## config.mk

```make
export PLATFORM = sky130hd
export DESIGN_NAME = dds_cmd_frame_parser_flat
export DESIGN_NICKNAME = d
export VERILOG_FILES = /design/src/rtl/dds_cmd_frame_parser_if.sv /design/src/rtl/dds_cmd_frame_parser.sv /design/src/flat_wrapper.sv
export SDC_FILE = /design/constraint.sdc
export NUM_CORES = 1
export LEC_CHECK = 0
export ABC_AREA = 1
export BUFFER_PORTS_ARGS = -buffer_cell sky130_fd_sc_hd__buf_2
export CORE_UTILIZATION = 50
export DETAILED_ROUTE_END_ITERATION = 6
export PLACE_DENSITY = 0.78
export SLEW_MARGIN = 20
export SYNTH_ARGS = -nofsm -noshare
export SYNTH_HDL_FRONTEND = slang
export SYNTH_SLANG_ARGS = --single-unit
```

## constraint.sdc

```tcl
create_clock -name Clk -period 5.2 [get_ports Clk]
set_clock_uncertainty 0.1 [all_clocks]
set_input_delay 0.52 -clock Clk [delete_from_list [all_inputs] [get_ports Clk]]
set_output_delay 0.52 -clock Clk [all_outputs]
set_load 0.03 [all_outputs]
```

## src/rtl/dds_cmd_frame_parser_if.sv

```systemverilog
// Byte-stream input and storage/parameter handshake bundle for dds_cmd_frame_parser.
// master = parser side, slave = UART receiver plus storage engine side.
interface dds_cmd_frame_parser_if #(
   parameter int GW = 2
);
   logic          Rx_Done;
   logic [7:0]    Rx_Data;
   logic          Frame_Error;
   logic          Wr_Req;
   logic          Wr_Ack;
   logic [GW-1:0] Wr_Group;
   logic [55:0]   Wr_Data;
   logic          Rd_Req;
   logic          Rd_Ack;
   logic [GW-1:0] Rd_Group;
   logic [7:0]    Wave_Sel;
   logic [31:0]   Fword;
   logic [11:0]   Pword;
   logic          Param_Valid;
   logic [GW-1:0] Group_Sel;
   logic          Cmd_Err;
   logic          Busy;

   modport master (
      input  Rx_Done, Rx_Data, Frame_Error, Wr_Ack, Rd_Ack,
      output Wr_Req, Wr_Group, Wr_Data, Rd_Req, Rd_Group,
             Wave_Sel, Fword, Pword, Param_Valid, Group_Sel, Cmd_Err, Busy
   );

   modport slave (
      output Rx_Done, Rx_Data, Frame_Error, Wr_Ack, Rd_Ack,
      input  Wr_Req, Wr_Group, Wr_Data, Rd_Req, Rd_Group,
             Wave_Sel, Fword, Pword, Param_Valid, Group_Sel, Cmd_Err, Busy
   );
endinterface

```

## src/rtl/dds_cmd_frame_parser.sv

```systemverilog
// UART command parser: group select, 7-byte write payload with inter-byte timeout, read request.
// Define DDS_CMD_CHECKSUM_EN to require an eighth XOR checksum byte on every write payload.
module dds_cmd_frame_parser #(
   parameter int NUM_GROUPS  = 4,
   parameter int TIMEOUT_CYC = 500000
) (
   input  logic                   Clk,
   input  logic                   Reset_n,
   dds_cmd_frame_parser_if.master bus
);
   localparam int GW = (NUM_GROUPS > 1) ? $clog2(NUM_GROUPS) : 1;
   localparam int TW = (TIMEOUT_CYC > 1) ? $clog2(TIMEOUT_CYC) : 1;
`ifdef DDS_CMD_CHECKSUM_EN
   localparam logic [2:0] LAST_IDX = 3'd7;
   localparam int         PW       = 56;
`else
   localparam logic [2:0] LAST_IDX = 3'd6;
   localparam int         PW       = 48;
`endif

   typedef enum logic [1:0] {IDLE = 2'd0, PAYLOAD = 2'd1, WR_REQ = 2'd2, RD_REQ = 2'd3} state_t;

   state_t          state_q, state_d;
   logic [2:0]      cnt_q, cnt_d;
   logic [TW-1:0]   tmr_q, tmr_d;
   logic [GW-1:0]   group_sel_q, group_sel_d;
   logic            wr_req_q, wr_req_d;
   logic [GW-1:0]   wr_group_q, wr_group_d;
   logic [55:0]     wr_data_q, wr_data_d;
   logic            rd_req_q, rd_req_d;
   logic [GW-1:0]   rd_group_q, rd_group_d;
   logic [7:0]      wave_sel_q, wave_sel_d;
   logic [31:0]     fword_q, fword_d;
   logic [11:0]     pword_q, pword_d;
   logic            param_valid_q, param_valid_d;
   logic            cmd_err_q, cmd_err_d;
   logic            err_pend_q, err_pend_d;
   logic            busy_q, busy_d;
   logic [PW-1:0]   pay_q, pay_d;
`ifdef DDS_CMD_CHECKSUM_EN
   logic [7:0]      xor_q, xor_d;
`endif
   logic            err_now;
   logic [7:0]      rx_byte;
   logic [1:0]      rst_sync_q;
   logic            rst_n_core;

   // Reset asserts immediately, releases two clock edges after Reset_n rises.
   always_ff @(posedge Clk or negedge Reset_n) begin
      if (!Reset_n) rst_sync_q <= 2'b00;
      else          rst_sync_q <= {rst_sync_q[0], 1'b1};
   end
   assign rst_n_core = rst_sync_q[1];

   assign rx_byte = bus.Rx_Data;

   always_comb begin
      state_d       = state_q;
      cnt_d         = cnt_q;
      tmr_d         = tmr_q;
      group_sel_d   = group_sel_q;
      wr_req_d      = wr_req_q;
      wr_group_d    = wr_group_q;
      wr_data_d     = wr_data_q;
      rd_req_d      = rd_req_q;
      rd_group_d    = rd_group_q;
      wave_sel_d    = wave_sel_q;
      fword_d       = fword_q;
      pword_d       = pword_q;
      pay_d         = pay_q;
`ifdef DDS_CMD_CHECKSUM_EN
      xor_d         = xor_q;
`endif
      param_valid_d = 1'b0;
      err_now       = 1'b0;

      case (state_q)
         IDLE: begin
            if (bus.Rx_Done) begin
               if (bus.Frame_Error) begin
                  err_now = 1'b1;
               end else if (rx_byte[7:4] == 4'h3 && {1'b0, rx_byte[3:0]} < 5'(NUM_GROUPS)) begin
                  group_sel_d = rx_byte[GW-1:0];
               end else if (rx_byte == 8'h20) begin
                  state_d = PAYLOAD;
                  cnt_d   = 3'd0;
                  tmr_d   = '0;
`ifdef DDS_CMD_CHECKSUM_EN
                  xor_d   = 8'h00;
`endif
               end else if (rx_byte == 8'h10) begin
                  state_d    = RD_REQ;
                  rd_req_d   = 1'b1;
                  rd_group_d = group_sel_q;
               end else begin
                  err_now = 1'b1;
               end
            end
         end
         PAYLOAD: begin
            if (bus.Rx_Done) begin
               tmr_d = '0;
               if (bus.Frame_Error) begin
                  err_now = 1'b1;
                  state_d = IDLE;
               end else if (cnt_q == LAST_IDX) begin
`ifdef DDS_CMD_CHECKSUM_EN
                  if (rx_byte == xor_q) begin
                     state_d    = WR_REQ;
                     wr_req_d   = 1'b1;
                     wr_group_d = group_sel_q;
                     wr_data_d  = pay_q;
                  end else begin
                     err_now = 1'b1;
                     state_d = IDLE;
                  end
`else
                  state_d    = WR_REQ;
                  wr_req_d   = 1'b1;
                  wr_group_d = group_sel_q;
                  wr_data_d  = {pay_q, rx_byte};
`endif
               end else begin
                  pay_d = {pay_q[PW-9:0], rx_byte};
                  cnt_d = cnt_q + 3'd1;
`ifdef DDS_CMD_CHECKSUM_EN
                  xor_d = xor_q ^ rx_byte;
`endif
               end
            end else if (tmr_q == TW'(TIMEOUT_CYC - 1)) begin
               err_now = 1'b1;
               state_d = IDLE;
               tmr_d   = '0;
            end else begin
               tmr_d = tmr_q + 1'b1;
            end
         end
         WR_REQ: begin
            if (bus.Rx_Done) err_now = 1'b1;
            if (bus.Wr_Ack) begin
               wr_req_d      = 1'b0;
               wave_sel_d    = wr_data_q[55:48];
               fword_d       = wr_data_q[47:16];
               pword_d       = wr_data_q[15:4];
               param_valid_d = 1'b1;
               state_d       = IDLE;
            end
         end
         RD_REQ: begin
            if (bus.Rx_Done) err_now = 1'b1;
            if (bus.Rd_Ack) begin
               rd_req_d = 1'b0;
               state_d  = IDLE;
            end
         end
         default: state_d = IDLE;
      endcase

      // An error coinciding with a commit is reported on the following cycle instead.
      cmd_err_d  = (err_now | err_pend_q) & ~param_valid_d;
      err_pend_d = (err_now | err_pend_q) & param_valid_d;
      busy_d     = (state_d != IDLE);
   end

   always_ff @(posedge Clk or negedge rst_n_core) begin
      if (!rst_n_core) begin
         state_q       <= IDLE;
         cnt_q         <= 3'd0;
         tmr_q         <= '0;
         group_sel_q   <= '0;
         wr_req_q      <= 1'b0;
         wr_group_q    <= '0;
         wr_data_q     <= '0;
         rd_req_q      <= 1'b0;
         rd_group_q    <= '0;
         wave_sel_q    <= '0;
         fword_q       <= '0;
         pword_q       <= '0;
         param_valid_q <= 1'b0;
         cmd_err_q     <= 1'b0;
         err_pend_q    <= 1'b0;
         busy_q        <= 1'b0;
      end else begin
         state_q       <= state_d;
         cnt_q         <= cnt_d;
         tmr_q         <= tmr_d;
         group_sel_q   <= group_sel_d;
         wr_req_q      <= wr_req_d;
         wr_group_q    <= wr_group_d;
         wr_data_q     <= wr_data_d;
         rd_req_q      <= rd_req_d;
         rd_group_q    <= rd_group_d;
         wave_sel_q    <= wave_sel_d;
         fword_q       <= fword_d;
         pword_q       <= pword_d;
         param_valid_q <= param_valid_d;
         cmd_err_q     <= cmd_err_d;
         err_pend_q    <= err_pend_d;
         busy_q        <= busy_d;
      end
   end

   // Payload assembly bytes are fully rewritten before use, so they need no reset.
   always_ff @(posedge Clk) begin
      pay_q <= pay_d;
`ifdef DDS_CMD_CHECKSUM_EN
      xor_q <= xor_d;
`endif
   end

   assign bus.Wr_Req      = wr_req_q;
   assign bus.Wr_Group    = wr_group_q;
   assign bus.Wr_Data     = wr_data_q;
   assign bus.Rd_Req      = rd_req_q;
   assign bus.Rd_Group    = rd_group_q;
   assign bus.Wave_Sel    = wave_sel_q;
   assign bus.Fword       = fword_q;
   assign bus.Pword       = pword_q;
   assign bus.Param_Valid = param_valid_q;
   assign bus.Group_Sel   = group_sel_q;
   assign bus.Cmd_Err     = cmd_err_q;
   assign bus.Busy        = busy_q;
endmodule

```

## src/flat_wrapper.sv

```systemverilog
// flat-port wrapper written by rule: the top's interface ports become plain ports
module dds_cmd_frame_parser_flat 
#(
   parameter int NUM_GROUPS  = 4,
   parameter int TIMEOUT_CYC = 500000
)
  (Clk, Reset_n, bus_Rx_Done, bus_Rx_Data, bus_Frame_Error, bus_Wr_Ack, bus_Rd_Ack, bus_Wr_Req, bus_Wr_Group, bus_Wr_Data, bus_Rd_Req, bus_Rd_Group, bus_Wave_Sel, bus_Fword, bus_Pword, bus_Param_Valid, bus_Group_Sel, bus_Cmd_Err, bus_Busy);
  dds_cmd_frame_parser_if #(.GW(2)) bus_i ();
  input  logic Clk;
  input  logic Reset_n;
  input wire logic [$bits(bus_i.Rx_Done)-1:0] bus_Rx_Done;
  input wire logic [$bits(bus_i.Rx_Data)-1:0] bus_Rx_Data;
  input wire logic [$bits(bus_i.Frame_Error)-1:0] bus_Frame_Error;
  input wire logic [$bits(bus_i.Wr_Ack)-1:0] bus_Wr_Ack;
  input wire logic [$bits(bus_i.Rd_Ack)-1:0] bus_Rd_Ack;
  output wire logic [$bits(bus_i.Wr_Req)-1:0] bus_Wr_Req;
  output wire logic [$bits(bus_i.Wr_Group)-1:0] bus_Wr_Group;
  output wire logic [$bits(bus_i.Wr_Data)-1:0] bus_Wr_Data;
  output wire logic [$bits(bus_i.Rd_Req)-1:0] bus_Rd_Req;
  output wire logic [$bits(bus_i.Rd_Group)-1:0] bus_Rd_Group;
  output wire logic [$bits(bus_i.Wave_Sel)-1:0] bus_Wave_Sel;
  output wire logic [$bits(bus_i.Fword)-1:0] bus_Fword;
  output wire logic [$bits(bus_i.Pword)-1:0] bus_Pword;
  output wire logic [$bits(bus_i.Param_Valid)-1:0] bus_Param_Valid;
  output wire logic [$bits(bus_i.Group_Sel)-1:0] bus_Group_Sel;
  output wire logic [$bits(bus_i.Cmd_Err)-1:0] bus_Cmd_Err;
  output wire logic [$bits(bus_i.Busy)-1:0] bus_Busy;
  assign bus_i.Rx_Done = bus_Rx_Done;
  assign bus_i.Rx_Data = bus_Rx_Data;
  assign bus_i.Frame_Error = bus_Frame_Error;
  assign bus_i.Wr_Ack = bus_Wr_Ack;
  assign bus_i.Rd_Ack = bus_Rd_Ack;
  assign bus_Wr_Req = bus_i.Wr_Req;
  assign bus_Wr_Group = bus_i.Wr_Group;
  assign bus_Wr_Data = bus_i.Wr_Data;
  assign bus_Rd_Req = bus_i.Rd_Req;
  assign bus_Rd_Group = bus_i.Rd_Group;
  assign bus_Wave_Sel = bus_i.Wave_Sel;
  assign bus_Fword = bus_i.Fword;
  assign bus_Pword = bus_i.Pword;
  assign bus_Param_Valid = bus_i.Param_Valid;
  assign bus_Group_Sel = bus_i.Group_Sel;
  assign bus_Cmd_Err = bus_i.Cmd_Err;
  assign bus_Busy = bus_i.Busy;
  dds_cmd_frame_parser #(.NUM_GROUPS(NUM_GROUPS), .TIMEOUT_CYC(TIMEOUT_CYC)) u_core (.Clk(Clk), .Reset_n(Reset_n), .bus(bus_i));
endmodule
```

Word-level counts from Yosys, hierarchy flattened --
Index checks and enable logic that the tools add are counted.
Cells by class: add/sub/neg operators 2, multiply operators 0, div/mod/pow operators 0, $lt $le $gt $ge 1, equal/unequal tests 20, shift-type cells 0, muxes and demuxes 51, bitwise gates (word level) 8, reductions and logical operators 16
Operators with widths (count):
- $mux 19 | 6
- $pmux 19 s2 | 1
- $mux 2 | 11
- $mux 1 | 21
- $mux 3 | 7
- $add 19x1->19 const B | 1
- $eq 19x19->1 const B | 1
- $ne 2x2->1 const B | 9
- $reduce_and 4->1 | 3
- $reduce_and 5->1 | 2
- $eq 8x5->1 const B | 1
- $eq 8x6->1 const B | 1
- $pmux 2 s4 | 1
- $reduce_and 8->1 | 1
- $reduce_bool 2->1 | 4
- $reduce_and 7->1 | 1
- $ne 2x1->1 const B | 3
- $pmux 3 s2 | 1
- $reduce_and 6->1 | 1
- $not 1->1 | 5
- $eq 2x2->1 const B | 2
- $eq 4x2->1 const B | 1
- $lt 4x3->1 const B | 1
- $pmux 1 s2 | 2
- 10 further kinds | 11
Word-level totals: register bits after elaboration 194, bits in latches 0, bits in writable memories 0, bits in read-only memories 0, bits of input ports 14, output and inout bits 119, logic and storage cells 116, memories 0

Logic depth before layout (Yosys ltp) --
Gate-level depths: netlist of run 1.
depth in word-level cells 9, mapped depth 10, mapped depth without buffers 10

Worst setup path before layout of run 1 --
No wires, ideal clock.
path kind input port to flip-flop, start in bus_Rx_Done, end reg u_core.busy_q, in the netlist u_core.bus.Busy, library setup time 78 ps, data arrival time 1839 ps, data required time 5022 ps, path slack 3183 ps, cell stages on the path 8, buffers on the path 1, cells stage by stage buf_4 -> nand2_1 -> nor2_1 -> nand2_1 -> inv_2 -> nor2_1 -> a21boi_1 -> o21bai_1
Between the ends: word-level cells in the longest chain between the ends 3, elaborated cells between the ends (all ways) 4, those cells by class mux (3); reduce/logical (1)
Ends and longest elaborated chain:
- start: declaration | RTL line flat_wrapper.sv:11 | input wire logic [$bits(bus_i.Rx_Done)-1:0] bus_Rx_Done;
- $mux 2 (on tied branches) | RTL line dds_cmd_frame_parser.sv:101, dds_cmd_frame_parser.sv:79
- $pmux 2 s4 (*) | RTL line dds_cmd_frame_parser.sv:77 | case (state_q)
- $reduce_bool 2->1 (*) | RTL line dds_cmd_frame_parser.sv:162 | busy_d = (state_d != IDLE);
- via u_core.busy_d | RTL line dds_cmd_frame_parser.sv:38 | logic busy_q, busy_d;
- end signal: assignment | RTL line dds_cmd_frame_parser.sv:199 | busy_q <= busy_d;
- end: declaration | RTL line dds_cmd_frame_parser.sv:38
Mark *: on every way through the listed nets, which the timed path passes. The rest lies on a longest branch. A chain may end at the register's enable or synchronous reset.

Final worst setup path of run 1 --
start reg u_core.state_q[1], end reg u_core.busy_q, in the netlist u_core.bus.Busy
Between the ends: word-level cells in the longest chain between the ends 7, elaborated cells between the ends (all ways) 17, those cells by class eq/ne (3); mux (12); reduce/logical (2)
Ends and longest elaborated chain:
- start: declaration | RTL line dds_cmd_frame_parser.sv:23 | state_t state_q, state_d;
- start signal: assignment | RTL line dds_cmd_frame_parser.sv:184 | state_q <= state_d;
- $mux 2 | RTL line dds_cmd_frame_parser.sv:91 | end else if (rx_byte == 8'h10) begin
- $mux 2 | RTL line dds_cmd_frame_parser.sv:84 | end else if (rx_byte == 8'h20) begin
- $mux 2 | RTL line dds_cmd_frame_parser.sv:82 | end else if (rx_byte[7:4] == 4'h3 && {1'b0, rx_byte[3:0]} < 5'(NUM_GROUPS)) begin
- $mux 2 | RTL line dds_cmd_frame_parser.sv:80 | if (bus.Frame_Error) begin
- $mux 2 | RTL line dds_cmd_frame_parser.sv:79 | if (bus.Rx_Done) begin
- $pmux 2 s4 (*) | RTL line dds_cmd_frame_parser.sv:77
- $reduce_bool 2->1 (*) | RTL line dds_cmd_frame_parser.sv:162
- via u_core.busy_d | RTL line dds_cmd_frame_parser.sv:38
Marks and branches as above.

==> flow_summary.json, run 1 <==
{
  "status": "complete, but fails checks",
  "violations": "DRC",
  "io_pins": 133,
  "drv_cap": 0,
  "cts_tree": "yes",
  "final_hold_viol_count": 0,
  "clock_path_buffers": 2,
  "clk-insertion-delay-late_ns": 0.42,
  "worst_pin_slew_ns": 1.03,
  "period_share": 0.471,
  "worstSetupPathType": "flop to flop",
  "antenna_found_initial": 0,
  "cts-root-buf": "clkbuf_16",
  "netlist_instances": 742,
  "vias": 5389,
  "fin_ws_ns": 2.75,
  "start_util": 0.517,
  "drc": 11,
  "setup_violations": 0,
  "ys_ff_latch": 194,
  "syn_area_mm2": 0.00761,
  "p_per_area_mw_per_mm2": 417,
  "yosysTopAreaCellShare": 0.480,
  "synthDistinctLibCells": 32,
  "die_h_um": 125,
  "p_leak_uw": 0.00438,
  "startpoint": "u_core.state_q[1]$_DFF_PN0_",
  "htreeDepth": 4,
  "layout-area-overhead-vs-synth_pct": 18.0,
  "yosysTopAreaCell": "dfrtp_1",
  "slew_headroom": 0.317,
  "finalCriticalPeriod_ns": 2.45,
  "avgSynthCellArea_um2": 10.3,
  "grt_pass1_vias": 5155,
  "arrival_ns": 2.70,
  "p_int_uw": 2600,
  "yosys-top-cells-area": "dfrtp_1, edfxtp_1, nand2_1, nor2_1, inv_1",
  "cts_buffers": 17,
  "port_buffers": 132,
  "dp_slack_ns": 2.78,
  "track_usage": 0.211,
  "firstDrtPassIters": 7,
  "hold_buffers": 1,
  "post-dp-hpwl_mm": 10.8,
  "synthesis.nets": 759,
  "power_uw": 3750,
  "async_flop_share": 0.753,
  "ant_nets": 0,
  "synth_most_common_cell": "dfrtp_1",
  "hp-class": "primary input to flop",
  "p_comb_frac": 0.163,
  "via_per_inst": 5.06,
  "final_util": 0.611,
  "synthTopCellsByCount": "dfrtp_1, nand2_1, nor2_1",
  "wirelength_mm": 15.6,
  "worstPathRequired_ns": 5.45,
  "swShare": 0.305,
  "rsz0062_at_grt": "no",
  "overflow": 0,
  "grt_max_degree": 119,
  "ys_warn_count": 0,
  "wl_per_cell_um": 14.7,
  "r2r-start": "u_core.state_q[1]$_DFF_PN0_",
  "end_kind": "flop",
  "synthFlopType": "dfrtp_1",
  "power_switching_uw": 1140,
  "crit_fanout": 50,
  "globalplace.congestion": 0.887,
  "tns_ns": 0,
  "post_cts_resized": 0,
  "worstHoldStart": "bus_Rx_Data[3]",
  "die_area_mm2": 0.0157,
  "cts_sinks": 194,
  "cts.reportedPaths.clkPinSlew_ns": 0.07,
  "peakVddDrop_mv": 0.244,
  "seq_area_frac_synth": 0.670,
  "core_mm2": 0.0147,
  "clockPowerShare": 0.338,
  "r2r_setup_slack_ns": 2.75,
  "critPathLaunchType": "flop",
  "rows": 44,
  "drive_gt1_frac": 0.221,
  "die_w_um": 125,
  "drv_slew": 0,
  "grt_pass1_wl_mm": 25.7,
  "post_cts_buffers": 0,
  "nNetsFinal": 885,
  "max_freq_mhz": 409,
  "seqPwrFrac": 0.499,
  "synth-edff-count": 48,
  "first_iter_violations": 399,
  "diodes": 0
}
==> path summary, 6_finish.rpt <==
| kind | cells after the start | endpoint |
|---|---|---|
| max | 8 | u_core.bus.Busy$_DFF_PN0_ |
| min reg2reg | 0 | u_core.bus.Wr_Data[27]$_DFFE_PN0P_ |
| max reg2reg | 8 | u_core.bus.Busy$_DFF_PN0_ |
| min | 1 | u_core.pay_q[3]$_DFFE_PP_ |
| min in group asynchronous | 0 | u_core.bus.Wr_Data[27]$_DFFE_PN0P_ |
| max in group asynchronous | 1 | u_core.bus.Fword[1]$_DFFE_PN0P_ |
==> per-layer routing <==
metal	up-vias	wire (µm)	track usage
met5	-	0	0
li1	2654	-	-
met4	0	162	0.0653
met3	16	779	0.0513
met1	2579	7230	0.281
met2	140	7470	0.343
==> worst max-delay path, stage by stage (launching register included) <==
cell      delay, ns
dfrtp_1        0.42
inv_2          0.10
nand2_1        0.28
nor2_1         0.27
nand2_1        0.11
inv_2          0.73
nor2_1         0.07
a21boi_1       0.19
o21bai_1       0.13
==> cells by family after synthesis <==
family,count (synthesis),synth area share
buffers and inverters,116,0.0633
xor gates and xnor gates,9,0.0104
and+or+nand+nor,275,0.153
AOI/OAI and AO/OA,144,0.0982
adders and majority gates,3,0.00494
other,1,0.000493
DFF,194,0.670
==> flip-flops by register name, summed over array words and instances (netlist names), 2 cells and up <==
| name | flops |
|---|---|
| u_core.state_q | 2 |
| u_core.bus.Pword | 12 |
| u_core.bus.Wave_Sel | 8 |
| u_core.bus.Wr_Data | 56 |
| u_core.rst_sync_q | 2 |
| u_core.bus.Wr_Group | 2 |
| u_core.bus.Fword | 32 |
| u_core.bus.Rd_Group | 2 |
| u_core.tmr_q | 19 |
| u_core.bus.Group_Sel | 2 |
| u_core.pay_q | 48 |
| u_core.cnt_q | 3 |
==> per-stage QoR <==
step | std cells | instance area [µm²] | hold slack (ns)
floorplan | 742 | 7610 | 0.124
global placement | 1032 | 8380 | 0.207
detailed placement | 1032 | 8380 | 0.210
CTS | 1065 | 8970 | 0.176
global route | 1065 | 8980 | 0.175
finish | 1065 | 8980 | 0.191
==> cells in the final DEF, fill, tap and decap left out, drive strengths merged <==
master and instances:
dfrtp 146, nand2 143, buf 134, nor2 96
inv 94, o21ai 77, a21oi 56, edfxtp 48
nand3 24, clkbuf 22, xor2 9, nand4 8
o31ai 5, clkinv 4, ha 3, nand3b 2
o21bai 2, nor3 2, a21boi 1, o22ai 1
o41ai 1, a31oi 1, dlygate4sd3 1, conb 1
==> power groups by stage <==
stage / registers [µW] / logic (µW) / clock network [µW]
after global routing: 1890 / 672 / 1360
after detailed placement: 1900 / 614 / 0
after floorplan: 2060 / 260 / 0
after CTS: 1870 / 616 / 1290
final: 1870 / 612 / 1270
after global placement: 1900 / 607 / 0
==> cell type report <==
class | instances | area, µm²
Fill cell | 1238 | 5720
Multi-Input combinational cell | 432 | 2050
Timing Repair Buffer | 135 | 686
Inverter | 88 | 330
Clock buffer | 22 | 495
Sequential cell | 194 | 5100
Tap cell | 184 | 230
Clock inverter | 10 | 85.1
Power figures use the tool's default switching activity.
==> run 2, diff against run 1 <==
PLACE_DENSITY = 0.81   (was 0.78)
clock period = 2.2 ns   (was 5.2 ns; I/O delays follow)
==> run 2 against run 1 <==
Compared with the run above: combinational power up 150%; worst hold slack got worse by 0.18 ns; clock power up 140%; total power is 140% higher; design area up 2.3%; the flow still finishes with violations (DRC); non-clock buffer count is 15 higher; die area stayed put; sequential power up 140%; flip-flop and latch count is the same; cell count up 1.4%.
==> flow_summary.json, run 2 (synthesized netlist as in run 1, its figures left out) <==
{
  "status": "complete, but fails checks",
  "violations": "DRC",
  "wl_per_cell_um": 15.5,
  "rsz0062_at_grt": "no",
  "hp-class": "primary input to async pin",
  "ant_nets": 0,
  "period_share": 0.887,
  "regArea_mm2": 0.00510,
  "port_buffers": 132,
  "core_mm2": 0.0147,
  "drc": 12,
  "io_pins": 133,
  "firstDrtPassIters": 7,
  "drive_gt1_frac": 0.224,
  "grt_max_degree": 73,
  "slew_headroom": 0.660,
  "post_cts_buffers": 0,
  "worst_pin_slew_ns": 0.510,
  "power_switching_uw": 2780,
  "final_hold_viol_count": 0,
  "die_w_um": 125,
  "swShare": 0.306,
  "largest_register_ffs": 56,
  "start_util": 0.517,
  "tns_ns": 0,
  "setup_violations": 0,
  "drv_slew": 0,
  "clock_path_buffers": 2,
  "end_kind": "flop",
  "finalCriticalPeriod_ns": 1.95,
  "htreeDepth": 4,
  "overflow": 0,
  "cts_sinks": 194,
  "place_area_mm2": 0.00847,
  "worstPathRequired_ns": 2.43,
  "clk-insertion-delay-late_ns": 0.44,
  "max_freq_mhz": 513,
  "rows": 44,
  "final_util": 0.625,
  "track_usage": 0.221,
  "stdcell_area_mm2": 0.00919,
  "multi_input_area_mm2": 0.00204,
  "antenna_found_initial": 0,
  "final_cell_mix": "dfrtp_1, nand2_1, buf_2, nor2_1, inv_1",
  "p_int_uw": 6280,
  "wirelength_mm": 16.7,
  "post-dp-hpwl_mm": 11.5,
  "p_per_area_mw_per_mm2": 986,
  "cts.reportedPaths.clkPinSlew_ns": 0.07,
  "clockPowerShare": 0.344,
  "dp_slack_ns": 0.388,
  "via_per_inst": 5.16,
  "cts_tree": "yes",
  "hold_ws_ns": 0.0125,
  "die_h_um": 125,
  "vias": 5570,
  "cts_buffers": 17,
  "worstSetupPathType": "primary input to flop",
  "p_comb_frac": 0.168,
  "nNetsFinal": 900,
  "die_area_mm2": 0.0157,
  "globalplace.congestion": 0.958,
  "critPathLaunchType": "primary input",
  "layout-area-overhead-vs-synth_pct": 20.8,
  "seqPwrFrac": 0.488,
  "crit_fanout": 13,
  "grt_pass1_vias": 5308,
  "fin_ws_ns": 0.249,
  "fill_cells": 1177,
  "diodes": 0,
  "first_iter_violations": 369,
  "grt_pass1_wl_mm": 26.7,
  "drv_cap": 0,
  "cts-root-buf": "clkbuf_16",
  "peakVddDrop_mv": 0.666,
  "arrival_ns": 2.18,
  "layout_commonest_cell": "dfrtp_1",
  "p_leak_uw": 0.00449
}
run 2: path summary, 6_finish.rpt:
check	startpoint	to	slack [ns]	cells after the start
max	bus_Rx_Data[3]	u_core.tmr_q[18]$_DFFE_PN0P_	0.25	12
min	Reset_n	u_core.rst_sync_q[0]$_DFF_PN0_	0.01	2
max reg2reg	u_core.cnt_q[0]$_DFFE_PN0P_	u_core.bus.Wr_Data[26]$_DFFE_PN0P_	0.39	8
min reg2reg	u_core.rst_sync_q[1]$_DFF_PN0_	u_core.bus.Wr_Data[27]$_DFFE_PN0P_	0.24	1
max in group asynchronous	u_core.rst_sync_q[1]$_DFF_PN0_	u_core.bus.Fword[31]$_DFFE_PN0P_	1.33	1
min in group Clk	bus_Rx_Done	u_core.tmr_q[9]$_DFFE_PN0P_	0.04	2
run 2: stage by stage:
stage / cells / total power, µW
after floorplan: 742 / 5480
after global placement: 1038 / 5940
after detailed placement: 1038 / 5990
after CTS: 1080 / 9110
after global routing: 1080 / 9440
final: 1080 / 9060
run 2: what timing repair did:
item	in CTS	in global routing
hold buffers	10	0
endpoints found under the hold margin	19	0
resized for setup	0	0
run 2: metal layers:
layer  global-route usage  vias to the layer above  part of all wire
met1                0.281                     2670              0.43
met2                0.376                      186              0.51
met3               0.0471                       23             0.054
met4               0.0818                        0             0.015
li1                     -                     2691                 -
met5                    0                        -                 0
run 2: cell type report:
| cell class | count | share of cell area |
|---|---|---|
| inverter | 88 | 0.0360 |
| clock buffer | 23 | 0.0579 |
| timing repair buffer | 150 | 0.0948 |
| multi-input combinational | 432 | 0.222 |
| clock inverter | 9 | 0.00899 |
| tap | 184 | 0.0251 |
| sequential | 194 | 0.555 |
run 2: worst max-delay path, cell delays in order:
cell,delay [ns]
dlygate4sd3_1,0.54
buf_2,0.14
inv_1,0.06
nand2_1,0.08
nor2_1,0.14
nand2_1,0.10
nand2_1,0.10
nand3_2,0.30
inv_2,0.21
nand2_1,0.14
nand2_1,0.10
nor2_1,0.04
run 2: power groups by stage:
stage / Clock (µW) / Combinational [µW] / Sequential (µW)
3_3_place_gp: 0 / 1480 / 4460
3_5_place_dp: 0 / 1510 / 4480
6_report: 3110 / 1530 / 4420
2_1_floorplan: 0 / 615 / 4870
4_1_cts: 3160 / 1530 / 4420
5_1_grt: 3310 / 1660 / 4470
